`src/rtl/tlc_pkg.sv`:
```
// Shared types, BCD limits and default peak-window hours for the traffic-light controller blocks.
package tlc_pkg;

  typedef logic [3:0] bcd_digit_t;
  typedef logic [7:0] bcd_byte_t;

  localparam bcd_byte_t BCD_HH_MIN = 8'h01;
  localparam bcd_byte_t BCD_HH_MAX = 8'h12;
  localparam bcd_byte_t BCD_MS_MAX = 8'h59;

  localparam bcd_byte_t PEAK_AM_START_DEF = 8'h08;
  localparam bcd_byte_t PEAK_AM_END_DEF   = 8'h11;
  localparam bcd_byte_t PEAK_PM_START_DEF = 8'h05;
  localparam bcd_byte_t PEAK_PM_END_DEF   = 8'h08;

  // Two-digit BCD increment; the caller handles wrap at its own modulus.
  function automatic bcd_byte_t bcd_inc(input bcd_byte_t v);
    bcd_digit_t lo;
    bcd_digit_t hi;
    lo = v[3:0];
    hi = v[7:4];
    if (lo == 4'd9) begin
      lo = 4'd0;
      hi = hi + 4'd1;
    end else begin
      lo = lo + 4'd1;
    end
    return {hi, lo};
  endfunction

  function automatic logic bcd_in_range(input bcd_byte_t v, input bcd_byte_t lo, input bcd_byte_t hi);
    return (v[3:0] <= 4'd9) && (v[7:4] <= 4'd9) && (v >= lo) && (v <= hi);
  endfunction

endpackage

```
`src/rtl/tlc_bcd_mod_counter.sv`:
```
// Two-digit BCD counter with increment, parallel load, wrap at MAX to WRAP, and a carry flag
// that fires on the increment leaving CARRY_AT (defaults to MAX, i.e. the wrap itself).
module tlc_bcd_mod_counter
  import tlc_pkg::*;
#(
  parameter bcd_byte_t MAX      = BCD_MS_MAX,
  parameter bcd_byte_t WRAP     = 8'h00,
  parameter bcd_byte_t RST_VAL  = 8'h00,
  parameter bcd_byte_t CARRY_AT = MAX
) (
  input  logic       clk,
  input  logic       rst_n,
  input  logic       inc_i,
  input  logic       load_i,
  input  logic [7:0] load_val_i,
  output logic [7:0] cnt_o,
  output logic [7:0] cnt_nxt_o,
  output logic       carry_o
);

  bcd_byte_t cnt_q, cnt_d;

  // NOTE: every variable written in always_comb gets a default first so no path leaves it unassigned (no latch).
  always_comb begin
    cnt_d = cnt_q;
    if (load_i) begin
      cnt_d = load_val_i;
    end else if (inc_i) begin
      cnt_d = (cnt_q == MAX) ? WRAP : bcd_inc(cnt_q);
    end
  end

  // NOTE: state registers use non-blocking assignments so all flops sample pre-edge values together.
  always_ff @(posedge clk or negedge rst_n) begin
    if (!rst_n) begin
      cnt_q <= RST_VAL;
    end else begin
      cnt_q <= cnt_d;
    end
  end

  assign cnt_o     = cnt_q;
  assign cnt_nxt_o = cnt_d;
  assign carry_o   = inc_i && !load_i && (cnt_q == CARRY_AT);

endmodule

```
`src/rtl/tlc_time_of_day.sv`:
```
// Time-of-day generator: BCD 12-hour hh/mm/ss with pm/peak flags and a registered one-second tick.
// Define TOD_TIME_SET_EN to add the validated time-set port group (set_en/set_hh/set_mm/set_ss/set_pm/set_err).
module tlc_time_of_day
  import tlc_pkg::*;
#(
  parameter int unsigned CLK_PER_SEC   = 50_000_000,
  parameter logic [7:0]  PEAK_AM_START = PEAK_AM_START_DEF,
  parameter logic [7:0]  PEAK_AM_END   = PEAK_AM_END_DEF,
  parameter logic [7:0]  PEAK_PM_START = PEAK_PM_START_DEF,
  parameter logic [7:0]  PEAK_PM_END   = PEAK_PM_END_DEF
) (
  input  logic       clk,
  input  logic       reset,
  input  logic       ena,
`ifdef TOD_TIME_SET_EN
  input  logic       set_en,
  input  logic [7:0] set_hh,
  input  logic [7:0] set_mm,
  input  logic [7:0] set_ss,
  input  logic       set_pm,
  output logic       set_err,
`endif
  output logic [7:0] hh,
  output logic [7:0] mm,
  output logic [7:0] ss,
  output logic       pm,
  output logic       peak,
  output logic       sec_tick
);

  localparam int unsigned PRESC_W = (CLK_PER_SEC > 1) ? $clog2(CLK_PER_SEC) : 1;
  localparam logic [PRESC_W-1:0] PRESC_LAST = PRESC_W'(CLK_PER_SEC - 1);

  logic [PRESC_W-1:0] presc_q, presc_d;
  logic               pm_q, pm_d;
  logic               peak_q, peak_d;
  logic               tick_q, tick_d;
  logic               wrap, load, tick;
  bcd_byte_t          load_hh, load_mm, load_ss;
  logic               load_pm;
  bcd_byte_t          hh_q, mm_q, ss_q, hh_nxt, mm_nxt, ss_nxt;
  logic               ss_carry, mm_carry, hh_to_noon;

`ifdef TOD_TIME_SET_EN
  logic set_ok;
  logic set_err_q;

  assign set_ok  = bcd_in_range(set_hh, BCD_HH_MIN, BCD_HH_MAX) &&
                   bcd_in_range(set_mm, 8'h00, BCD_MS_MAX) &&
                   bcd_in_range(set_ss, 8'h00, BCD_MS_MAX);
  assign load    = set_en && set_ok;
  assign load_hh = set_hh;
  assign load_mm = set_mm;
  assign load_ss = set_ss;
  assign load_pm = set_pm;

  always_ff @(posedge clk or negedge reset) begin
    if (!reset) begin
      set_err_q <= 1'b0;
    end else begin
      set_err_q <= set_en && !set_ok;
    end
  end

  assign set_err = set_err_q;
`else
  assign load    = 1'b0;
  assign load_hh = BCD_HH_MAX;
  assign load_mm = 8'h00;
  assign load_ss = 8'h00;
  assign load_pm = 1'b0;
`endif

  // A valid load beats a coincident prescaler wrap and suppresses its tick.
  assign wrap = ena && (presc_q == PRESC_LAST);
  assign tick = wrap && !load;

  always_comb begin
    presc_d = presc_q;
    if (load) begin
      presc_d = '0;
    end else if (ena) begin
      presc_d = wrap ? '0 : presc_q + 1'b1;
    end
  end

  tlc_bcd_mod_counter #(
    .MAX(BCD_MS_MAX), .WRAP(8'h00), .RST_VAL(8'h00)
  ) u_ss (
    .clk(clk), .rst_n(reset), .inc_i(tick), .load_i(load), .load_val_i(load_ss),
    .cnt_o(ss_q), .cnt_nxt_o(ss_nxt), .carry_o(ss_carry)
  );

  tlc_bcd_mod_counter #(
    .MAX(BCD_MS_MAX), .WRAP(8'h00), .RST_VAL(8'h00)
  ) u_mm (
    .clk(clk), .rst_n(reset), .inc_i(ss_carry), .load_i(load), .load_val_i(load_mm),
    .cnt_o(mm_q), .cnt_nxt_o(mm_nxt), .carry_o(mm_carry)
  );

  // The hour counter's carry is taken at 11 so it marks the 11->12 step that flips AM/PM.
  tlc_bcd_mod_counter #(
    .MAX(BCD_HH_MAX), .WRAP(BCD_HH_MIN), .RST_VAL(BCD_HH_MAX), .CARRY_AT(8'h11)
  ) u_hh (
    .clk(clk), .rst_n(reset), .inc_i(mm_carry), .load_i(load), .load_val_i(load_hh),
    .cnt_o(hh_q), .cnt_nxt_o(hh_nxt), .carry_o(hh_to_noon)
  );

  always_comb begin
    pm_d = pm_q;
    if (load) begin
      pm_d = load_pm;
    end else if (hh_to_noon) begin
      pm_d = !pm_q;
    end
  end

  // Peak is registered from the next-state hour/pm so it moves on the same edge as hh/pm.
  assign peak_d = (!pm_d && (hh_nxt >= PEAK_AM_START) && (hh_nxt < PEAK_AM_END)) ||
                  ( pm_d && (hh_nxt >= PEAK_PM_START) && (hh_nxt < PEAK_PM_END));
  assign tick_d = tick;

  always_ff @(posedge clk or negedge reset) begin
    if (!reset) begin
      presc_q <= '0;
      pm_q    <= 1'b0;
      peak_q  <= 1'b0;
      tick_q  <= 1'b0;
    end else begin
      presc_q <= presc_d;
      pm_q    <= pm_d;
      peak_q  <= peak_d;
      tick_q  <= tick_d;
    end
  end

  assign hh       = hh_q;
  assign mm       = mm_q;
  assign ss       = ss_q;
  assign pm       = pm_q;
  assign peak     = peak_q;
  assign sec_tick = tick_q;

endmodule

```
`config.mk`:
```
export PLATFORM = sky130hd
export DESIGN_NAME = tlc_time_of_day
export DESIGN_NICKNAME = d
export VERILOG_FILES = /design/src/rtl/tlc_pkg.sv /design/src/rtl/tlc_bcd_mod_counter.sv /design/src/rtl/tlc_time_of_day.sv
export SDC_FILE = /design/constraint.sdc
export NUM_CORES = 1
export LEC_CHECK = 0
export ABC_AREA = 1
export BUFFER_PORTS_ARGS = -buffer_cell sky130_fd_sc_hd__buf_2
export CAP_MARGIN = 15
export CORE_MARGIN = 1.5
export CORE_UTILIZATION = 55
export DETAILED_ROUTE_END_ITERATION = 10
export MAX_ROUTING_LAYER = met4
export PLACE_DENSITY = 0.83
export SYNTH_ARGS = -nofsm -noshare
export SYNTH_HDL_FRONTEND = slang
export SYNTH_SLANG_ARGS = --single-unit
```
`constraint.sdc`:
```
create_clock -name clk -period 2.22 [get_ports clk]
set_clock_uncertainty 0.2 [all_clocks]
set_input_delay 0.111 -clock clk [delete_from_list [all_inputs] [get_ports clk]]
set_output_delay 0.111 -clock clk [all_outputs]
set_load 0.01 [all_outputs]
```
==> impl_metrics.toml, run 1 <==
[floorplan]
coreArea_sq_um = 5610
fp.dieH_microns = 80.1
rows = 27
dieWidth_microns = 80.1
boundaryPins = 30
initial_utilization_pct = 58.3
die-area_sq_um = 6410

[global_route]
globalRoute.totalOverflow = 0
grt_start_max_net_pins = 54
antenna_found_initial = 0
overall_fraction_of_global_route_tracks_in_use_pct = 25.7
first_global_vias = 2917
grt_first_pass_wirelength_mm = 12.6

[critical_path]
critical_path_type = "reg -> reg"
cp.depth = 13
worstPathCellList = "ha_1, nand2_2, nor2_4, nand3_4, nor2_8, nand3_2, nand2_2, nand2_2, nor2_2, nand2_1, nand2_1, nand3_1, nand2_1"
slowest_stage = "sky130_fd_sc_hd__dfrtp_1"
worst-r2r-setup-slack_ps = 150
worst-path-max-fanout = 10
critical-path-top-delay-family = "simple AND/OR/NAND/NOR gates"
regToRegStartpoint = "presc_q[0]"
critPathMaxStageDelay_ps = 390
reg2regPathDepth = 13
timing.critical_path.arrival_ps = 2120
worst_setup_path_start_kind = "flip-flop"
setup_crit_end_kind = "flip-flop"
crit_required_ps = 2270
critical_path_buf_inv_count = 0
cp-endpoint = "peak"
rr_endpoint = "peak"
critPathLaunch = "presc_q[0]"

[sta]
report.final.setup_viol = 0
max-slew-margin-rel_pct = 74.9
final_period_minus_worst_setup_slack_ps = 2070
transition_time_at_the_pin_with_the_least_slew_margin_ps = 374
hold_viol = 0
drv_slew = 0
fmax_mhz = 483
layout_worst_path_cycle_share_pct = 93.3
grt_setup_unrepaired = "true"

[drt]
wl_mm = 7.36
drt_iter0_drc = 232
avgViaCountPerCell = 5.45
final_antenna_net_count = 0
remaining_drc_errors = 0
wire_per_inst_microns = 13.6
num_vias = 2958
drt-pass1-iter-count = 5

[cells_and_area]
n_fill_cell = 489
layout.cell_area.non_filler_sq_um = 3690
area_overhead_of_the_layout_relative_to_synthesis_pct = 12.9
finalCoreUtilization_pct = 65.8
insertedDiodeCount = 0
share_of_post_route_cells_with_drive_strength_above_1_pct = 20.4
multiInputGateArea_sq_um = 1640
mostFrequentLayoutCells = "sky130_fd_sc_hd__nand2_1, sky130_fd_sc_hd__inv_1, sky130_fd_sc_hd__dfrtp_1"
mostFrequentLayoutCell = "sky130_fd_sc_hd__nand2_1"
sequential_cell_area_sq_um = 1330
finalNetCount = 484

[synthesis]
syn_area_per_cell_sq_um = 7.70
synth.yosys.warnings = 0
synthesis.instances = 424
synth-seq-cells = 53
ys_seq_area_share_pct = 40.7
ys_types = 36
postSynth.topFlopCell = "sky130_fd_sc_hd__dfrtp_1"
postSynthNetCount = 438
summed_instance_area_of_the_synthesized_netlist_sq_um = 3270
synth-edff-count = 0
synthArstFlopShare_pct = 100

[outcome]
status = "complete, no violations"

[power]
power.static_leakage_nw = 1.96
max-vdd-ir-drop_mv = 0.307
post-layout-total-power_mw = 2.05
power_density_nw_per_um2 = 556

[flow_run]
drv.max_cap_violation_count = 0

[place]
placed_cell_area_sq_um = 3550
gpl.final_weighted_congestion = 0.963
dp_hpwl_mm = 5.49
buffer_ports.inserted = 29

[cts]
h-tree-depth = 2
tritoncts = "done"
ctsLongestPathBuffers = 2
clockRootBuffer = "sky130_fd_sc_hd__clkbuf_8"
clk_latency_ps = 300
cts.sink_count = 53
clk_pin_slew_worst_paths_ps = 90
cts_buffers = 5

[hold_path]
hp-class = "in -> async"
## report_power, final
group / internal [mW] / total (mW) / leakage (nW) / switching (mW)
Clock: 0.225 / 0.531 / 0.0395 / 0.306
Combinational: 0.114 / 0.349 / 1.33 / 0.234
Sequential: 1.06 / 1.17 / 0.589 / 0.117
Total: 1.40 / 2.05 / 1.96 / 0.657
## per-stage QoR
| step | setup WS, ps | setup TNS, ps | hold WS [ps] | std cells |
|---|---|---|---|---|
| after global routing | -14.4 | -14.4 | 148 | 543 |
| after global placement | 160 | 0 | -72.9 | 530 |
| after floorplan | 220 | 0 | -385 | 424 |
| after detailed placement | 105 | 0 | -70.3 | 530 |
| final | 150 | 0 | 114 | 543 |
| after CTS | 79.4 | 0 | 139 | 540 |
## worst min path at each step
stage               startpoint         end  slack (ps)  depth (start not counted)
finish                   reset  presc_q[3]         110                          3
global route             reset  presc_q[2]         150                          3
CTS                      reset  presc_q[3]         140                          3
detailed placement       reset  presc_q[3]         -70                          2
global placement         reset  presc_q[2]         -70                          2
floorplan                reset        peak        -380                          0
## synth_stat cells, types with 3 or more instances
cell	count	area (sq um)
sky130_fd_sc_hd__o21a_1	7	52.6
sky130_fd_sc_hd__xor2_1	6	52.6
sky130_fd_sc_hd__nor2_4	5	56.3
sky130_fd_sc_hd__nor3_2	3	30.0
sky130_fd_sc_hd__inv_2	9	33.8
sky130_fd_sc_hd__nand2_2	7	43.8
sky130_fd_sc_hd__nand2_1	83	312
sky130_fd_sc_hd__nand3_2	3	30.0
sky130_fd_sc_hd__dfrtp_1	51	1280
sky130_fd_sc_hd__ha_1	11	138
sky130_fd_sc_hd__nand3_4	3	52.6
sky130_fd_sc_hd__a21oi_1	24	120
sky130_fd_sc_hd__o21ai_0	20	100
sky130_fd_sc_hd__nand3_1	30	150
sky130_fd_sc_hd__nand4_1	10	62.6
sky130_fd_sc_hd__inv_1	69	259
sky130_fd_sc_hd__nor2_1	44	165
sky130_fd_sc_hd__nor2_2	5	31.3
sky130_fd_sc_hd__nor3_1	11	55.1
## layer usage
metal | up-vias | GRT usage (%) | part of all wire [%]
met2 | 102 | 43.1 | 50
met1 | 1392 | 31.1 | 43
li1 | 1447 | - | -
met4 | 0 | 9.31 | 2.0
met5 | - | - | 0
met3 | 17 | 4.55 | 5.1
## cell families (layout without fill, tap and decap cells)
family          Yosys count  in the layout  share of synthesized area [%]
simple gates            211            211                           33.0
buf+inv                  81            128                           9.61
compound gates           61             61                           10.5
flops                    53             53                           40.7
fa+ha+maj                11             11                           4.21
xor+xnor                  6              6                           1.61
mux                       1              1                          0.345
## tightest hold or removal path, stage by stage
cell	delay, ps
sky130_fd_sc_hd__dlygate4sd3_1	520
sky130_fd_sc_hd__buf_2	120
sky130_fd_sc_hd__buf_12	260
## state kept, by name, indices dropped and copies added, names as in the netlist
| name | cells |
|---|---|
| peak | 1 |
| u_mm.cnt_o | 8 |
| pm | 1 |
| sec_tick | 1 |
| u_ss.cnt_o | 8 |
| u_hh.cnt_o | 8 |
| presc_q | 26 |
## layout make-up
cell class              count  share of cell area (%)
multi-input cells         290                    44.5
flip-flops and latches     53                    36.0
inverters                  80                    8.21
repair buffers             40                    6.65
well taps                  72                    2.44
clock buffers               8                    2.17
## what timing repair did
action                                  in CTS  in global routing
hold buffers                                 2                  0
endpoints found under the setup margin       0                  8
setup buffers                                0                  3
endpoints found under the hold margin       55                  0
resized for setup                            0                  7
(Power assumes the default switching activity.)
==> inputs of run 2 (changes only) <==
--- a/config.mk
+++ b/config.mk
@@ -8,6 +8,7 @@
 export ABC_AREA = 1
 export BUFFER_PORTS_ARGS = -buffer_cell sky130_fd_sc_hd__buf_2
 export CAP_MARGIN = 15
+export CORE_ASPECT_RATIO = 0.75
 export CORE_MARGIN = 1.5
 export CORE_UTILIZATION = 55
 export DETAILED_ROUTE_END_ITERATION = 10
==> impl_metrics.toml, run 2 (synthesis gave the netlist of run 1 again) <==
[cts]
tritoncts = "done"
clockRootBuffer = "sky130_fd_sc_hd__clkbuf_8"
cts.sink_count = 53
ctsLongestPathBuffers = 2
clk_latency_ps = 310
cts_buffers = 5
clk_pin_slew_worst_paths_ps = 90
h-tree-depth = 2

[cells_and_area]
regMostFlops = "presc_q"
area_overhead_of_the_layout_relative_to_synthesis_pct = 17.2
insertedDiodeCount = 0
finalNetCount = 492
mostFrequentLayoutCells = "sky130_fd_sc_hd__nand2_1, sky130_fd_sc_hd__inv_1, sky130_fd_sc_hd__dfrtp_1"
share_of_post_route_cells_with_drive_strength_above_1_pct = 23.0
mostFrequentLayoutCell = "sky130_fd_sc_hd__nand2_1"
finalCoreUtilization_pct = 66.4
n_fill_cell = 513
largest_register_ff_count = 26

[critical_path]
worst_setup_path_start_kind = "flip-flop"
worst-path-max-fanout = 8
timing.critical_path.arrival_ps = 2130
reg2regPathDepth = 12
critical_path_type = "reg -> reg"
setup_crit_end_kind = "flip-flop"
worst-r2r-setup-slack_ps = 110
crit_required_ps = 2230
rr_endpoint = "peak"
regToRegStartpoint = "u_ss.cnt_o[5]"

[global_route]
first_global_vias = 2694
grt_first_pass_wirelength_mm = 12.7
overall_fraction_of_global_route_tracks_in_use_pct = 26.2
antenna_found_initial = 0
globalRoute.totalOverflow = 0
grt_start_max_net_pins = 29

[drt]
drt-pass1-iter-count = 5
final_antenna_net_count = 0
wl_mm = 7.95
remaining_drc_errors = 0
wire_per_inst_microns = 14.3
drt_iter0_drc = 245
avgViaCountPerCell = 5.45
num_vias = 3037

[sta]
report.final.setup_viol = 0
drv_slew = 0
finalHoldWorstSlack_ps = 146
hold_viol = 0
transition_time_at_the_pin_with_the_least_slew_margin_ps = 624
grt_setup_unrepaired = "true"
final_period_minus_worst_setup_slack_ps = 2110
max-slew-margin-rel_pct = 58.4
fmax_mhz = 473
layout_worst_path_cycle_share_pct = 95.2

[floorplan]
dieWidth_microns = 92.0
die-area_sq_um = 6420
initial_utilization_pct = 56.7
coreArea_sq_um = 5770
boundaryPins = 30
rows = 24
fp.dieH_microns = 69.7

[outcome]
status = "complete, no violations"

[flow_run]
drv.max_cap_violation_count = 0

[power]
max-vdd-ir-drop_mv = 0.529
power_density_nw_per_um2 = 579
power.static_leakage_nw = 2.02

[place]
gpl.final_weighted_congestion = 0.967
buffer_ports.inserted = 29
dp_hpwl_mm = 5.99

[hold_path]
hp-class = "in -> async"
[run 2: cell types whose count changed in the layout (fill, tap and decap cells not counted), sizes merged]
cell	previous run	this run
clkinv	2	0
buf	38	46
inv	78	80
clkbuf	8	7
bufinv	0	1
[run 2: report_power, final]
group          switching, mW  total, mW  internal [mW]
sequential             0.106       1.16           1.06
clock                  0.315      0.683          0.368
combinational          0.253      0.374          0.121
total                  0.674       2.22           1.54
[run 2: layout make-up]
class                           count  area (sq um)  area share, %
Sequential cell                    53          1330           34.7
Multi-Input combinational cell    290          1670           43.6
Clock inverter                      1          30.0          0.785
Inverter                           80           308           8.04
Timing Repair Buffer               48           309           8.07
Tap cell                           78          97.6           2.55
Clock buffer                        7          86.3           2.26
[run 2: per-stage QoR]
| step | setup TNS [ps] | std cells | power, mW | cell area [sq um] | worst slack (ps) |
|---|---|---|---|---|---|
| after floorplan | 0 | 424 | 1.41 | 3270 | 220 |
| after global placement | 0 | 540 | 1.51 | 3590 | 187 |
| after detailed placement | 0 | 540 | 1.52 | 3590 | 99.5 |
| after CTS | 0 | 550 | 2.21 | 3720 | 56.2 |
| after global routing | -79.8 | 557 | 2.34 | 3830 | -47.9 |
| final | 0 | 557 | 2.22 | 3830 | 107 |
[run 2: worst max path at each step]
stage	start	endpoint
2_1_floorplan	u_ss.cnt_o[1]	u_mm.cnt_o[6]
5_1_grt	u_ss.cnt_o[5]	peak
3_3_place_gp	u_ss.cnt_o[1]	peak
4_1_cts	presc_q[0]	u_mm.cnt_o[6]
6_report	u_ss.cnt_o[5]	peak
3_5_place_dp	presc_q[0]	u_mm.cnt_o[6]
[run 2: repair_timing]
action / CTS / global route
hold endpoints to repair: 27 / 0
setup endpoints to repair: 0 / 11
hold buffers: 2 / 0
gates resized for setup: 0 / 17
buffers inserted: 0 / 7
[run 2: layer usage]
layer  up-vias  part of all wire [%]  global-route usage (%)
met5         -                     0                       -
met2       117                    45                    38.8
met3         8                   6.6                    4.28
met4         0                  0.88                    6.84
met1      1447                    47                    37.5
li1       1465                     -                       -
[run 2: worst max-delay path: stages, from the launching register on]
cell and delay (ps):
sky130_fd_sc_hd__dfrtp_1 420, sky130_fd_sc_hd__inv_1 100, sky130_fd_sc_hd__ha_1 190, sky130_fd_sc_hd__nand3_1 140, sky130_fd_sc_hd__nor2_4 230, sky130_fd_sc_hd__buf_6 180
sky130_fd_sc_hd__nand3_2 100, sky130_fd_sc_hd__nand2_2 70, sky130_fd_sc_hd__nand2_2 60, sky130_fd_sc_hd__nor2_2 130, sky130_fd_sc_hd__nor2_1 70, sky130_fd_sc_hd__nand3_1 70
sky130_fd_sc_hd__nand2_1 50
